### src/rtl/servo_position_ramp_if.sv
// rtl/servo_position_ramp_if.sv - target-position valid/ready handshake bundle
interface servo_position_ramp_if;
    logic       i_Pos_Valid;
    logic [7:0] i_Pos;
    logic       o_Pos_Ready;

    modport master (
        output i_Pos_Valid,
        output i_Pos,
        input  o_Pos_Ready
    );

    modport slave (
        input  i_Pos_Valid,
        input  i_Pos,
        output o_Pos_Ready
    );
endinterface

### src/rtl/servo_position_ramp.sv
// rtl/servo_position_ramp.sv - 8-bit position to servo pulse width with per-frame slew and frame tick
// Optional build macro SERVO_RAMP_SLEW_EN: defined = slew-limited ramp, undefined = single-step jump.
module servo_position_ramp #(
    parameter int CLKS_PER_FRAME = 2000000,
    parameter int MIN_PULSE      = 100000,
    parameter int STEP_SCALE     = 392,
    parameter int SLEW_STEP      = 3920
) (
    input  logic                  i_Clk,
    input  logic                  i_Rst_n,
    servo_position_ramp_if.slave  pos_if,
    output logic [23:0]           o_Control_Range,
    output logic                  o_Frame_Tick,
    output logic                  o_At_Target
);

    localparam int CNT_W = (CLKS_PER_FRAME > 1) ? $clog2(CLKS_PER_FRAME) : 1;

    localparam logic [1:0] ST_IDLE = 2'd0;
    localparam logic [1:0] ST_CALC = 2'd1;
    localparam logic [1:0] ST_SLEW = 2'd2;

    localparam logic [23:0] MIN_W     = 24'(MIN_PULSE);
    localparam logic [23:0] RESET_W   = 24'(MIN_PULSE + 128 * STEP_SCALE);
    localparam logic [CNT_W-1:0] LAST_CNT = CNT_W'(CLKS_PER_FRAME - 1);
`ifdef SERVO_RAMP_SLEW_EN
    localparam logic [23:0] STEP_W    = 24'(SLEW_STEP);
`else
    // Step saturated above any reachable distance, so each tick lands on the target.
    localparam logic [23:0] STEP_W    = 24'hFF_FFFF | 24'(SLEW_STEP);
`endif

    logic [CNT_W-1:0] cnt_q,    cnt_d;
    logic [1:0]       state_q,  state_d;
    logic [7:0]       pos_q,    pos_d;
    logic [23:0]      target_q, target_d;
    logic [23:0]      range_q,  range_d;
    logic             at_q,     at_d;

    logic             frame_tick_w;
    logic             ready_w;
    logic             xfer_w;
    logic [16:0]      prod_w;
    logic [23:0]      dist_w;
    logic [23:0]      slew_next_w;

    assign frame_tick_w = (cnt_q == LAST_CNT);
    assign ready_w      = (state_q != ST_CALC);
    assign xfer_w       = pos_if.i_Pos_Valid && ready_w;
    assign prod_w       = 17'(pos_q) * 17'(STEP_SCALE);

    // Subtraction direction follows the magnitude compare, so the distance never wraps.
    always_comb begin
        dist_w      = '0;
        slew_next_w = target_q;
        if (target_q > range_q) begin
            dist_w      = target_q - range_q;
            slew_next_w = (dist_w <= STEP_W) ? target_q : range_q + STEP_W;
        end else begin
            dist_w      = range_q - target_q;
            slew_next_w = (dist_w <= STEP_W) ? target_q : range_q - STEP_W;
        end
    end

    always_comb begin
        cnt_d    = frame_tick_w ? '0 : cnt_q + CNT_W'(1);
        state_d  = state_q;
        pos_d    = pos_q;
        target_d = target_q;
        range_d  = range_q;
        at_d     = at_q;

        case (state_q)
            ST_CALC: begin
                target_d = MIN_W + {7'd0, prod_w};
                state_d  = ST_SLEW;
            end
            ST_SLEW: begin
                if (frame_tick_w) begin
                    range_d = slew_next_w;
                end
                if (range_q == target_q) begin
                    state_d = ST_IDLE;
                    at_d    = 1'b1;
                end
            end
            default: state_d = ST_IDLE;
        endcase

        // A new target preempts settling; the ramp resumes from the current width.
        if (xfer_w) begin
            pos_d   = pos_if.i_Pos;
            state_d = ST_CALC;
            at_d    = 1'b0;
        end
    end

    always_ff @(posedge i_Clk or negedge i_Rst_n) begin
        if (!i_Rst_n) begin
            cnt_q    <= '0;
            state_q  <= ST_IDLE;
            pos_q    <= 8'd128;
            target_q <= RESET_W;
            range_q  <= RESET_W;
            at_q     <= 1'b1;
        end else begin
            cnt_q    <= cnt_d;
            state_q  <= state_d;
            pos_q    <= pos_d;
            target_q <= target_d;
            range_q  <= range_d;
            at_q     <= at_d;
        end
    end

    assign pos_if.o_Pos_Ready = ready_w;
    assign o_Control_Range    = range_q;
    assign o_Frame_Tick       = frame_tick_w;
    assign o_At_Target        = at_q;

endmodule

### src/flat_wrapper.sv
// flat-port wrapper written by rule: the top's interface ports become plain ports
module servo_position_ramp_flat 
#(
    parameter int CLKS_PER_FRAME = 2000000,
    parameter int MIN_PULSE      = 100000,
    parameter int STEP_SCALE     = 392,
    parameter int SLEW_STEP      = 3920
)
  (i_Clk, i_Rst_n, o_Control_Range, o_Frame_Tick, o_At_Target, pos_if_i_Pos_Valid, pos_if_i_Pos, pos_if_o_Pos_Ready);
  servo_position_ramp_if pos_if_i ();
  input  logic i_Clk;
  input  logic i_Rst_n;
  output logic [23:0] o_Control_Range;
  output logic o_Frame_Tick;
  output logic o_At_Target;
  input wire logic [$bits(pos_if_i.i_Pos_Valid)-1:0] pos_if_i_Pos_Valid;
  input wire logic [$bits(pos_if_i.i_Pos)-1:0] pos_if_i_Pos;
  output wire logic [$bits(pos_if_i.o_Pos_Ready)-1:0] pos_if_o_Pos_Ready;
  assign pos_if_i.i_Pos_Valid = pos_if_i_Pos_Valid;
  assign pos_if_i.i_Pos = pos_if_i_Pos;
  assign pos_if_o_Pos_Ready = pos_if_i.o_Pos_Ready;
  servo_position_ramp #(.CLKS_PER_FRAME(CLKS_PER_FRAME), .MIN_PULSE(MIN_PULSE), .STEP_SCALE(STEP_SCALE), .SLEW_STEP(SLEW_STEP)) u_core (.i_Clk(i_Clk), .i_Rst_n(i_Rst_n), .pos_if(pos_if_i), .o_Control_Range(o_Control_Range), .o_Frame_Tick(o_Frame_Tick), .o_At_Target(o_At_Target));
endmodule
### config.mk
export PLATFORM = sky130hd
export DESIGN_NAME = servo_position_ramp_flat
export DESIGN_NICKNAME = d
export VERILOG_FILES = /design/src/rtl/servo_position_ramp_if.sv /design/src/rtl/servo_position_ramp.sv /design/src/flat_wrapper.sv
export SDC_FILE = /design/constraint.sdc
export NUM_CORES = 1
export LEC_CHECK = 0
export BUFFER_PORTS_ARGS = -buffer_cell sky130_fd_sc_hd__buf_2
export CAP_MARGIN = 15
export CORE_MARGIN = 2
export CORE_UTILIZATION = 54
export DETAILED_ROUTE_END_ITERATION = 8
export PLACE_DENSITY = 0.77
export SETUP_SLACK_MARGIN = 0.1
export SLEW_MARGIN = 20
export SYNTH_ARGS = -nofsm -noshare
export SYNTH_HDL_FRONTEND = slang
export SYNTH_SLANG_ARGS = --single-unit
### constraint.sdc
create_clock -name i_Clk -period 3.2 [get_ports i_Clk]
set_input_delay 0.32 -clock i_Clk [delete_from_list [all_inputs] [get_ports i_Clk]]
set_output_delay 0.32 -clock i_Clk [all_outputs]
set_load 0.01 [all_outputs]
=== After elaboration in Yosys (flattened, before gate mapping) ===
Cells that the tools add are included.

* Register bits: 80
* Word-level logic and storage cells: 37

* $add $sub $neg: 6
* $mul: 1
* Magnitude comparators: 3
* Equality and inequality tests: 6
* Muxes and demuxes: 10
* Reductions and logical operators: 5

{| class="wikitable"
|+ Operator list
! cell !! number
|-
| $mux W24 || 3
|-
| $le A24 B24 Y1 const B || 2
|-
| $sub A24 B24 Y24 || 2
|-
| $add A24 B24 Y24 const B || 1
|-
| $eq A24 B24 Y1 || 1
|-
| $gt A24 B24 Y1 || 1
|-
| $sub A24 B24 Y24 const B || 1
|-
| $add A21 B1 Y21 const B || 1
|-
| $eq A21 B21 Y1 const B || 1
|-
| $mux W21 || 1
|-
| $add A17 B17 Y18 const A || 1
|-
| $mul A8 B6 Y14 const B || 1
|-
| $mux W2 || 2
|-
| $pmux W2 S2 || 1
|-
| $reduce_and A2 Y1 || 2
|-
| $reduce_bool A2 Y1 || 2
|-
| $mux W1 || 3
|-
| $ne A3 B1 Y1 const B || 1
|-
| $eq A2 B1 Y1 const B || 1
|-
| $eq A2 B2 Y1 const B || 1
|-
| $ne A2 B1 Y1 const B || 1
|-
| $logic_and A1 B1 Y1 || 1
|}

=== Logic depth before layout (Yosys ltp) ===
Gate-level depths: netlist of the first run.

* Depth in word-level cells: 4
* Mapped depth: 12
* Depth with buffers taken out: 12

=== Least setup slack after synthesis of the first run ===
OpenSTA, ideal clock, no wires.

* Path type: flip-flop to flip-flop
* From: register u_core.pos_q[1]
* To: register u_core.target_q[15]
* Library setup time: 0.138 ns
* Arrival time: 3.064 ns
* Required time: 3.062 ns
* Slack: -0.002 ns
* Stages on the path, launching flop included: 13
* Buffers on the path: 0
* Cell sequence: dfrtp_1 ha_1 fa_1 ha_1 ha_1 inv_1 fa_1 nor2b_1 o311a_2 or4_1 nand3_1 a311o_1 o221ai_1

* Word-level cells in the longest chain between the ends: 2

{| class="wikitable"
|+ RTL lines
! item !! RTL line !! text
|-
| start, declared || servo_position_ramp.sv:35 || <nowiki>logic [7:0] pos_q, pos_d;</nowiki>
|-
| start signal, assigned || servo_position_ramp.sv:109 || <nowiki>pos_q <= pos_d;</nowiki>
|-
| $mul A8 B6 Y14 || servo_position_ramp.sv:50 || <nowiki>assign prod_w = 17'(pos_q) * 17'(STEP_SCALE);</nowiki>
|-
| $add A17 B17 Y18 || servo_position_ramp.sv:75 || <nowiki>target_d = MIN_W + {7'd0, prod_w};</nowiki>
|-
| end signal, assigned || servo_position_ramp.sv:110 || <nowiki>target_q <= target_d;</nowiki>
|-
| end, declared || servo_position_ramp.sv:36 || <nowiki>logic [23:0] target_q, target_d;</nowiki>
|}

No other way between the ends.
A chain may end at the register's enable or synchronous reset.

=== Worst setup path after layout of the first run ===
* From: register u_core.pos_q[2]
* To: register u_core.target_q[15]

The elaborated chain is that of the path after synthesis.

==> results.toml, run 1 <==
[power_and_ir_drop]
p_clk_share_pct = 17.1
power_density_nw_per_um2 = 814
p_leak_nw = 2.23
switchingPower_mw = 1.49
pwr-share-comb_pct = 52.9
internal_power_mw = 2.33
power_mw = 3.82
swShare_pct = 39.1
pwr-share-seq_pct = 30.0
peakVddDrop_uv = 464

[die]
start_util_pct = 55.3
design.die.area_um2 = 8040
fp.dieH_um = 89.7
die_w_um = 89.7
io_pins = 38
placementRows = 31
placeableCoreArea_um2 = 7180

[final_layout]
final_cell_mix = "dfrtp_1 (56), nand2_1 (41), inv_1 (38), buf_2 (37), ha_1 (36)"
final_nets = 503
antenna_cells = 0
final_cell_area_um2 = 4690
final_common_cell = "dfrtp_1"
seq_area_um2 = 1800
drive_gt1_share_pct = 26.9
fillerInstances = 554
multi_input_area_um2 = 2130
syn_to_final_growth_pct = 18.3

[timing]
min_period_ns = 3.14
relSlewSlack_pct = 35.5
fmax_mhz = 319
period_share_pct = 98.0
finalSetupViolCount = 0
skew_ns = 0.0148
setup_slack_ns = 0.0634
rsz0062_at_grt = "true"
worstMarginPinSlew_ns = 0.965
slew_violations = 0
hold_viol = 0

[grt]
grt_usage_pct = 21.3
grt_pass1_vias = 2800
antenna_found_initial = 0
grt_pass1_wl_um = 13100
grt_max_degree = 37
grt_overflow = 0

[place]
place_area_um2 = 4350
port_buffers = 37
dpl.hpwl_um = 5640
post-place-ws_ns = -0.101
gp_congestion = 0.825

[hold_path]
hold_path_class = "in2reg"

[synthesis]
synth-edff-count = 0
yosys.area.top_type = "dfrtp_1"
post_synth_num_cell_types = 48
synth-seq-cells = 71
yosysWarnings = 0
seq_area_frac_synth_pct = 45.3
syn-instance-count = 389
synth_top_area_share_pct = 36.0
synthTopCellsByArea = "dfrtp_1 (36%), ha_1 (14%), dfstp_2 (9.3%)"
synth_nets = 448
postSynth.asyncResetShare_pct = 100
synth.cell_area_um2 = 3970
synthFlopType = "dfrtp_1"
synth_area_per_cell_um2 = 10.2

[clock_network]
clockBufferDepth = 2
path_clk_slew_ns = 0.08
cts_inserted_buffers = 9
htreeDepth = 3
cts_root_buffer = "clkbuf_8"
insertion_delay_ns = 0.34
cts_tree = "yes"
cts_sinks = 71

[job]
cap_violations = 0

[drt]
remaining_drc_errors = 0
vias_per_cell = 5.37
vias = 2942
wl_per_cell_um = 14.2
dr.pass1.iters = 4
drt_wl_total_um = 7780
detail-route-antenna-nets = 0
drtIter0Drc = 156

[critical_path]
required_ns = 3.41
path_class = "reg2reg"
cp-start-kind = "flip-flop"
cp.arrival_ns = 3.34
cp_max_fo = 5
worstSetupEndpointType = "flip-flop"

[run_status]
status = "finished, final reports clean"
-- metal layers --
metal,GRT usage [%],routed length (µm)
met5,0,0
met4,5.56,65
met3,5.94,323
met2,33.4,3600
met1,29.4,3790
-- per-stage QoR --
stage | std cells | utilization, % | hold slack (ns) | setup TNS, ns
floorplan | 389 | - | 0.0244 | 0
global placement | 528 | 60.7 | 0.359 | 0
detailed placement | 528 | 60.7 | 0.360 | -0.249
CTS | 548 | 64.6 | 0.175 | 0
global route | 548 | 65.4 | 0.184 | -0.156
finish | 548 | 65.4 | 0.187 | 0
-- worst max-delay path, stage by stage, from the launching register on --
cell and delay (ns):
dfrtp_2 0.45, ha_4 0.28, fa_1 0.40, ha_1 0.29
ha_2 0.18, inv_2 0.05, fa_2 0.20, nor2b_2 0.06
o311a_4 0.31, or4_4 0.43, nand3_4 0.12, a311o_1 0.15
o221ai_2 0.08
-- final cells by class --
type,instances,area share (%)
Clock buffer,11,3.23
Inverter,41,3.28
Timing Repair Buffer,52,6.40
Multi-Input combinational cell,269,45.5
Clock inverter,5,0.693
Sequential cell,71,38.3
Tap cell,99,2.64
-- cells in the mapped netlist (9+ instances only) --
library cell / count
nand2_1: 41
nand3_1: 13
xnor2_1: 13
inv_1: 39
nor2_1: 22
o21ai_0: 30
dfstp_2: 14
nand4_1: 9
ha_1: 45
dfrtp_1: 57
xor2_1: 15
-- flip-flops by register name, indices dropped and copies added (netlist names) --
name / cells
u_core.o_Control_Range: 24
u_core.cnt_q: 21
u_core.target_q: 15
u_core.pos_q: 8
u_core.state_q: 2
u_core.o_At_Target: 1
-- worst paths after layout --
check / from / endpoint / slack, ns / cells after the start
worst min register to register: u_core.o_Control_Range[14] / u_core.o_Control_Range[14] / 0.49 / 2
min in group asynchronous: i_Rst_n / u_core.o_Control_Range[18] / 0.52 / 2
worst max-delay path: u_core.pos_q[2] / u_core.target_q[15] / 0.06 / 12
worst max register to register: u_core.pos_q[2] / u_core.target_q[15] / 0.06 / 12
max in group asynchronous: i_Rst_n / u_core.o_Control_Range[5] / 1.88 / 3
worst min-delay path: pos_if_i_Pos[6] / u_core.pos_q[6] / 0.19 / 3
-- cells by family after synthesis --
group,synth area share [%]
XOR/XNOR,6.19
adder cells (fa/ha/maj),15.7
AO/OA/AOI/OAI,9.47
AND/OR/NAND/NOR,16.2
buffers and inverters,4.67
flip-flops,45.3
multiplexers,2.52
-- power by group through the flow --
stage	registers [mW]	logic [mW]	clock network, mW
2_1_floorplan	1.12	1.32	0
3_3_place_gp	1.15	1.66	0
3_5_place_dp	1.16	1.71	0
4_1_cts	1.14	1.92	0.669
5_1_grt	1.17	2.29	0.715
6_report	1.14	2.02	0.655
-- repair_timing --
action	CTS	global route
setup endpoints to repair	4	5
gates resized for setup	8	8
hold buffers	1	0
buffers inserted	3	0
endpoints found under the hold margin	5	0
pin swaps	8	6
Power figures use the tool's default switching activity.
==> inputs of run 2 (changes only) <==
==> constraint.sdc (replaced) <==
create_clock -name i_Clk -period 2.8 [get_ports i_Clk]
set_input_delay 0.28 -clock i_Clk [delete_from_list [all_inputs] [get_ports i_Clk]]
set_output_delay 0.28 -clock i_Clk [all_outputs]
set_load 0.01 [all_outputs]
==> run 2 against run 1 <==
The flow now finishes with violations (negative setup slack); critical path depth stayed put; sequential share of layout area is 2.4 points lower; worst hold slack worse by 0.028 ns; first-iteration DRC count is 22% lower; non-clock buffer count is 30 higher; critical path type unchanged; largest cell class unchanged; largest power group unchanged.
==> results.toml, run 2 (synthesis gave the netlist of run 1 again) <==
[final_layout]
stdcell_count = 578
fillerInstances = 526
syn_to_final_growth_pct = 26.2
final_cell_mix = "dfrtp_1 (56), nand2_1 (41), buf_4 (39), inv_1 (38), buf_2 (37)"
final_util_pct = 69.7
drive_gt1_share_pct = 32.6
seq_area_um2 = 1800
final_common_cell = "dfrtp_1"
antenna_cells = 0
final_cell_area_um2 = 5000
largest_register_ffs = 24
final_nets = 533
multi_input_area_um2 = 2200

[critical_path]
cp_num_buf_inv = 2
critPathMaxStageDelay_ns = 0.59
worstSetupEndpointType = "flip-flop"
slowest_stage = "fa_2"
cp_max_fo = 3
timing.rr.start = "u_core.pos_q[1]"
worstSetupStartpoint = "u_core.pos_q[1]"
cp_common_cell = "ha_4"
cp.arrival_ns = 3.52
cp_top_family = "adder cells"
required_ns = 3.07
path_class = "reg2reg"
path_cells = "buf_6, ha_4, fa_2, ha_4, ha_4, buf_6, a21o_1, nand4_1, a211oi_2, or4_4, a311o_1, o211ai_2"
cp-start-kind = "flip-flop"

[drt]
drtIter0Drc = 121
detail-route-antenna-nets = 0
vias = 3030
remaining_drc_errors = 0
vias_per_cell = 5.24
dr.pass1.iters = 4
drt_wl_total_um = 8440
wl_per_cell_um = 14.6

[timing]
worstMarginPinSlew_ns = 0.711
fin_tns_setup_ns = -2.06
setup_slack_ns = -0.456
slew_violations = 0
rsz0062_at_grt = "true"
finalSetupViolCount = 7
relSlewSlack_pct = 52.1
fmax_mhz = 307
skew_ns = 0.0139
hold_viol = 0
min_period_ns = 3.26
period_share_pct = 116

[clock_network]
cts_sinks = 71
cts_tree = "yes"
clockBufferDepth = 2
path_clk_slew_ns = 0.08
cts_root_buffer = "clkbuf_8"
cts_inserted_buffers = 9
insertion_delay_ns = 0.35
htreeDepth = 3

[die]
placementRows = 31
die_w_um = 89.7
start_util_pct = 55.3
design.die.area_um2 = 8040
fp.dieH_um = 89.7
placeableCoreArea_um2 = 7180
io_pins = 38

[grt]
grt_overflow = 0
grt_max_degree = 37
grt_usage_pct = 22.5
grt_pass1_wl_um = 13800
grt_pass1_vias = 2975
antenna_found_initial = 0

[place]
gp_congestion = 0.846
port_buffers = 37
dpl.hpwl_um = 5850
dpl.cell_count = 554
post-place-ws_ns = -0.432
place_area_um2 = 4570

[power_and_ir_drop]
peakVddDrop_uv = 613
p_leak_nw = 2.39
power_density_nw_per_um2 = 1020

[job]
cap_violations = 0

[run_status]
violations = "negative setup slack"
status = "complete, but fails checks"

[hold_path]
hp-start = "pos_if_i_Pos[1]"
hold_path_class = "in2reg"
run 2: path summary, 6_finish.rpt:
| kind | to | slack (ns) | cells after the start |
|---|---|---|---|
| min in group asynchronous | u_core.o_Control_Range[18] | 0.40 | 2 |
| worst min register to register | u_core.o_Control_Range[17] | 0.49 | 2 |
| worst max-delay path | u_core.target_q[16] | -0.46 | 12 |
| max in group asynchronous | u_core.pos_q[7] | 1.65 | 3 |
| worst max register to register | u_core.target_q[16] | -0.46 | 12 |
| worst min-delay path | u_core.pos_q[1] | 0.16 | 2 |
run 2: repair_timing:
| item | CTS | global route |
|---|---|---|
| pin swaps | 11 | 9 |
| resized for setup | 19 | 7 |
| setup endpoints to repair | 8 | 8 |
| endpoints found under the hold margin | 11 | 0 |
| setup buffers | 6 | 2 |
| hold buffers | 1 | 0 |
run 2: per-stage QoR:
step	power, mW	hold WS [ns]
after global placement	3.65	0.242
after global routing	5.47	0.146
after floorplan	2.91	-0.0156
after detailed placement	3.73	0.248
final	5.11	0.159
after CTS	4.89	0.146
run 2: layout make-up:
cell class / instances / share of cell area [%]
multi-input cells: 269 / 43.9
flip-flops and latches: 71 / 35.9
repair buffers: 82 / 10.9
inverters: 41 / 3.08
clock buffers: 10 / 2.55
well taps: 99 / 2.48
clock inverters: 6 / 1.23
run 2: layer usage:
metal  track usage, %  up-vias  wire [µm]
met2             37.1       70       4030
met5                0        -          0
li1                 -     1489          -
met3             5.03       17        296
met4             6.51        0        114
met1             29.8     1454       4000
run 2: report_power, final:
group,total (mW),internal (mW),switching (mW),leakage (nW)
registers,1.30,1.19,0.114,0.892
logic,3.00,1.54,1.47,1.40
clock network,0.806,0.410,0.395,0.0964
run 2: worst reg2reg max path, delay by kind of cell (launching register included):
family                     cells  cell delay (ns)
DFF                            1             0.43
and+or+nand+nor                2             0.67
adders and majority gates      4             1.12
buffers and inverters          2             0.25
AOI/OAI and AO/OA              4             0.70
